### src/rtl/instr_fetch_unit.sv
// rtl/instr_fetch_unit.sv - instruction fetch front end: PC, single-outstanding imem fetch, valid/ready instruction port
module instr_fetch_unit #(
   parameter int              XLEN     = 64,
   parameter logic [XLEN-1:0] RESET_PC = '0
) (
   input  logic            clk,
   input  logic            rst,
   output logic            imem_req,
   output logic [XLEN-1:0] imem_addr,
   input  logic            imem_gnt,
   input  logic            imem_rvalid,
   input  logic [31:0]     imem_rdata,
   output logic            instr_valid,
   input  logic            instr_ready,
   output logic [31:0]     instr_out,
   output logic [XLEN-1:0] instr_pc,
   output logic [6:0]      opcode,
   input  logic            redirect,
   input  logic [XLEN-1:0] redirect_pc,
   output logic            misalign_err
);

   typedef enum logic [1:0] {
      S_IDLE,
      S_FETCH,
      S_WAIT,
      S_HOLD
   } state_t;

   localparam logic [31:0] NOP = 32'h0000_0013;

   state_t          state_q, state_d;
   logic [XLEN-1:0] pc_q, pc_d;
   logic [XLEN-1:0] fpc_q, fpc_d;
   logic            kill_q, kill_d;
   logic [31:0]     instr_out_q, instr_out_d;
   logic [XLEN-1:0] instr_pc_q, instr_pc_d;
   logic            misalign_q, misalign_d;

   always_ff @(posedge clk or posedge rst) begin
      if (rst) begin
         state_q     <= S_IDLE;
         pc_q        <= RESET_PC;
         fpc_q       <= RESET_PC;
         kill_q      <= 1'b0;
         instr_out_q <= NOP;
         instr_pc_q  <= '0;
         misalign_q  <= 1'b0;
      end else begin
         state_q     <= state_d;
         pc_q        <= pc_d;
         fpc_q       <= fpc_d;
         kill_q      <= kill_d;
         instr_out_q <= instr_out_d;
         instr_pc_q  <= instr_pc_d;
         misalign_q  <= misalign_d;
      end
   end

   always_comb begin
      state_d     = state_q;
      pc_d        = pc_q;
      fpc_d       = fpc_q;
      kill_d      = kill_q;
      instr_out_d = instr_out_q;
      instr_pc_d  = instr_pc_q;
      misalign_d  = redirect && (redirect_pc[1:0] != 2'b00);

      case (state_q)
         S_IDLE: state_d = S_FETCH;
         S_FETCH: begin
            if (imem_gnt) begin
               fpc_d   = pc_q;
               pc_d    = pc_q + XLEN'(4);
               state_d = S_WAIT;
               if (redirect) kill_d = 1'b1;
            end
         end
         S_WAIT: begin
            if (imem_rvalid) begin
               kill_d  = 1'b0;
               state_d = S_FETCH;
               if (!kill_q && !redirect) begin
                  instr_out_d = imem_rdata;
                  instr_pc_d  = fpc_q;
                  state_d     = S_HOLD;
               end
            end else if (redirect) begin
               kill_d = 1'b1;
            end
         end
         S_HOLD: begin
            // a redirect and an accepted transfer both leave HOLD for the next fetch
            if (redirect || instr_ready) state_d = S_FETCH;
         end
         default: state_d = S_IDLE;
      endcase

      if (redirect) pc_d = {redirect_pc[XLEN-1:2], 2'b00};
   end

   assign imem_req     = (state_q == S_FETCH);
   assign imem_addr    = pc_q;
   assign instr_valid  = (state_q == S_HOLD) && !redirect;
   assign instr_out    = instr_out_q;
   assign instr_pc     = instr_pc_q;
   assign opcode       = instr_out_q[6:0];
   assign misalign_err = misalign_q;

endmodule

### config.mk
export PLATFORM = sky130hd
export DESIGN_NAME = instr_fetch_unit
export DESIGN_NICKNAME = d
export VERILOG_FILES = /design/src/rtl/instr_fetch_unit.sv
export SDC_FILE = /design/constraint.sdc
export NUM_CORES = 1
export LEC_CHECK = 0
export CAP_MARGIN = 5
export CORE_MARGIN = 2
export CORE_UTILIZATION = 55
export CTS_CLUSTER_SIZE = 25
export DETAILED_ROUTE_END_ITERATION = 12
export DONT_BUFFER_PORTS = 1
export PLACE_DENSITY_LB_ADDON = 0.25
export SLEW_MARGIN = 20
export SYNTH_ARGS = -nofsm -noshare
export SYNTH_HDL_FRONTEND = slang
export SYNTH_SLANG_ARGS = --single-unit
### constraint.sdc
create_clock -name clk -period 15.67 [get_ports clk]
set_input_delay 0.7835 -clock clk [delete_from_list [all_inputs] [get_ports clk]]
set_output_delay 0.7835 -clock clk [all_outputs]
set_load 0.03 [all_outputs]
==> run_results.csv <==
group,metric,value,unit
outcome,outcome,"finished clean",
pwr,seq_power_share,58.5,%
hold_path,min_delay_path_class,"input pin to asynchronous set/reset pin",
synthesis,synthFlopType,"dfrtp_1",
sta,tightestPinTransition,1.01,ns
sta,finalSetupViolations,0,
detailed_routing,drc_violation_count_after_routing,0,
placed_design,dp_hpwl,16200,µm
detailed_routing,vias,7010,
setup_path,path_cells,"ha_1, nand4_1, nor4_2, nand3_1, or4_1, a31oi_1",
clock_network,clock_buffers_created_by_tritoncts,24,
sta,fmax,295,MHz
floorplanning,initial_cell_density_of_the_core,56.5,%
finish,register_cell_area_after_layout,5560,µm²
synthesis,postSynthRegisterBits,222,
clock_network,post_cts.repair.setup_buffers,0,
setup_path,worst-endpoint-arrival,3.82,ns
synthesis,ys.warnings.count,0,
pwr,share_of_total_power_in_the_clock_network,27.0,%
synthesis,synth_enable_flop_cells,0,
sta,hold_viol,0,
grt,grt_max_degree,151,
setup_path,critPathCaptureType,"flip-flop",
clock_network,clkLatencyLatePin,0.52,ns
finish,layout.cell_area.non_filler,10700,µm²
sta,slew_violations,0,
clock_network,clkTransAtPathRegs,0.06,ns
pwr,switching_power_as_a_share_of_total_power,39.1,%
detailed_routing,dr.first_iter.drc_count,508,
pwr,comb_power_share,14.5,%
setup_path,critPathMaxFanout,17,
synthesis,ys_seq_area_share,56.5,%
sta,worst_clock_skew,0.00916,ns
grt,gr-total-overflow,0,
sta,post-route-min-period,3.39,ns
floorplanning,rows,48,
setup_path,cp_slowest_cell,"dfrtp_1",
grt,first_pass_grt_wire_length,36900,µm
job,max-cap-violations,0,
floorplanning,die_area,19000,µm²
detailed_routing,drt.antenna.violating_nets,0,
clock_network,cts_hold_buffers,0,
synthesis,synth_cell_type_count,46,
sta,slew_headroom,32.4,%
floorplanning,num_io_pins,272,
synthesis,async_flop_share,100,%
pwr,p_leak,4.92,nW
finish,finalNetCount,1029,
clock_network,root_buffer,"clkbuf_16",
placed_design,place.gp.congestion,0.861,
pwr,power.internal,1.23,mW
placed_design,port-buffer-count,0,
setup_path,crit_path_start_kind,"flip-flop",
synthesis,avgSynthCellArea,10.4,µm²
finish,layout-area-overhead-vs-synth,8.93,%
placed_design,detailed_place.area,9950,µm²
grt,first_global_vias,6667,
grt,grt_antenna_before_repair,0,
pwr,vdd.ir_drop.worst,0.116,mV
floorplanning,floorplan.die.width,138,µm
finish,multiInputGateArea,4020,µm²
sta,final.period_utilization,21.6,%
synthesis,syn_area,9850,µm²
detailed_routing,drt-wirelength-per-cell,20.7,µm
clock_network,clk_path_buf_depth,3,
clock_network,h-tree-depth,1,
clock_network,clock_tree_from_tritoncts,"built",
sta,rsz0062_at_grt,"false",
setup_path,timing.critical_path.required,16.10,ns
clock_network,cts_repair_resize_count,0,
setup_path,worst-setup-path-type,"flip-flop to flip-flop",
detailed_routing,average_vias_per_placed_instance,6.02,
detailed_routing,finalWirelength,24100,µm
synthesis,synthesis.instances,943,
pwr,netSwitchingPower,792,µW
pwr,power.density_cell_area,189,nW/µm²
clock_network,clock-sinks,222,
floorplanning,core_region_area,17400,µm²
finish,fillerInstances,1427,
floorplanning,fp.dieH,138,µm
detailed_routing,detailedRoute.firstPassIterationCount,4,
grt,grt_util_all_layers,24.9,%
finish,antenna-diode-count,0,
finish,post_route_cells_drive_above_1_share,16.5,%
setup_path,cp_slowest_stage_delay,0.67,ns
sta,totalNegativeSetupSlack,0,ns
power groups by stage:
| stage | Sequential [mW] | Combinational, mW | Clock (mW) |
|---|---|---|---|
| 3_5_place_dp | 1.20 | 0.299 | 0 |
| 2_1_floorplan | 1.12 | 0.285 | 0 |
| 3_3_place_gp | 1.19 | 0.285 | 0 |
| 5_1_grt | 1.22 | 0.336 | 0.583 |
| 6_report | 1.18 | 0.294 | 0.546 |
| 4_1_cts | 1.19 | 0.300 | 0.560 |
placed cells by master (no fill, tap or decap), types with 4 or more instances in the layout:
| master | synthesis | final |
|---|---|---|
| or3_1 | 6 | 6 |
| clkbuf_8 | 0 | 4 |
| nand3_1 | 28 | 28 |
| o21ai_0 | 44 | 44 |
| o31ai_1 | 12 | 12 |
| and3_1 | 15 | 14 |
| nand4_1 | 39 | 39 |
| and4_1 | 6 | 6 |
| conb_1 | 1 | 4 |
| ha_1 | 5 | 5 |
| mux2_2 | 95 | 95 |
| and2_1 | 4 | 4 |
| nor2b_1 | 4 | 4 |
| or4_1 | 14 | 14 |
| o311ai_0 | 5 | 5 |
| nor2_1 | 35 | 35 |
| nor4_1 | 5 | 5 |
| nor3_1 | 10 | 10 |
| buf_4 | 11 | 6 |
| clkinv_2 | 0 | 5 |
| xor2_1 | 25 | 25 |
| a21oi_1 | 5 | 5 |
| nand2_1 | 249 | 248 |
| a31oi_1 | 13 | 13 |
| clkbuf_16 | 0 | 24 |
| clkbuf_1 | 39 | 6 |
| dfrtp_1 | 219 | 219 |
| inv_1 | 7 | 6 |
| xnor2_1 | 13 | 13 |
stage by stage:
step / hold slack [ns] / instances / setup slack, ns / power [mW] / util [%]
5_1_grt: 0.271 / 1165 / 12.00 / 2.13 / 61.6
3_5_place_dp: 0.458 / 1121 / 12.34 / 1.49 / 57.1
4_1_cts: 0.349 / 1165 / 12.32 / 2.05 / 61.6
2_1_floorplan: 0.441 / 946 / 8.81 / 1.41 / -
3_3_place_gp: 0.455 / 1121 / 12.48 / 1.47 / 57.1
6_report: 0.227 / 1165 / 12.28 / 2.02 / 61.6
critical path: cells and delay by family (launching register included):
family	cells	cell delay (ns)
flops	1	0.67
simple gates	4	2.11
fa+ha+maj	1	0.35
compound gates	1	0.18
flip-flops by register name (all words and copies together) (netlist names):
register      count
state_q           2
instr_pc         62
kill_q            1
fpc_q            62
imem_addr        62
misalign_err      1
instr_out        32
final timing paths:
check	start	end	slack, ns	cells past startpoint
max	imem_addr[2]$_DFFE_PP0N_	imem_addr[56]$_DFFE_PP0N_	12.28	6
min	rst	instr_pc[55]$_DFFE_PP0P_	0.23	1
max reg2reg	imem_addr[2]$_DFFE_PP0N_	imem_addr[56]$_DFFE_PP0N_	12.28	6
min reg2reg	fpc_q[46]$_DFFE_PP0P_	fpc_q[46]$_DFFE_PP0P_	0.47	2
max in group asynchronous	rst	imem_addr[56]$_DFFE_PP0N_	13.93	2
min in group clk	imem_rvalid	kill_q$_DFFE_PP0P_	0.37	1
metal layers:
metal / GRT usage (%) / routed length (µm) / vias up
li1: - / - / 3222
met1: 32.7 / 9910 / 3463
met2: 39.1 / 11100 / 278
met3: 8.65 / 2490 / 47
met4: 7.65 / 556 / 0
met5: 0 / 0 / -
kinds of logic (layout without fill, tap and decap cells):
| family | Yosys count | after routing | synth area share [%] |
|---|---|---|---|
| AO/OA/AOI/OAI | 88 | 88 | 5.43 |
| XOR/XNOR | 38 | 38 | 3.38 |
| adder cells (fa/ha/maj) | 5 | 5 | 0.635 |
| buffers and inverters | 64 | 58 | 2.87 |
| flip-flops | 222 | 222 | 56.5 |
| multiplexers | 96 | 96 | 11.0 |
| other | 1 | 4 | 0.0381 |
| AND/OR/NAND/NOR | 429 | 429 | 20.2 |
cell usage after synthesis (3+ instances only):
cell type | number | area [µm²]
or4_1 | 14 | 105
buf_4 | 11 | 82.6
and2_1 | 4 | 25.0
clkbuf_1 | 39 | 146
nor4_1 | 5 | 31.3
a31oi_1 | 13 | 81.3
o311ai_0 | 5 | 43.8
and4_1 | 6 | 52.6
buf_1 | 5 | 18.8
ha_1 | 5 | 62.6
and3_1 | 15 | 93.8
nand3_1 | 28 | 140
or2_2 | 3 | 18.8
a21oi_1 | 5 | 25.0
inv_1 | 7 | 26.3
nand2_1 | 249 | 935
nor3_1 | 10 | 50.1
o31ai_1 | 12 | 90.1
dfstp_2 | 3 | 78.8
nor2b_1 | 4 | 25.0
nand4_1 | 39 | 244
o211ai_1 | 3 | 22.5
xnor2_1 | 13 | 114
dfrtp_1 | 219 | 5480
mux2_2 | 95 | 1070
nor2_1 | 35 | 131
or3_1 | 6 | 37.5
o21ai_0 | 44 | 220
xor2_1 | 25 | 219
cell type report:
| type | instances | share of cell area [%] |
|---|---|---|
| clock buffer | 34 | 6.32 |
| clock inverter | 10 | 0.898 |
| inverter | 8 | 0.397 |
| multi-input combinational | 660 | 37.5 |
| sequential | 222 | 51.8 |
| tap | 225 | 2.62 |
| timing repair buffer | 6 | 0.420 |
Power figures use the tool's default switching activity.
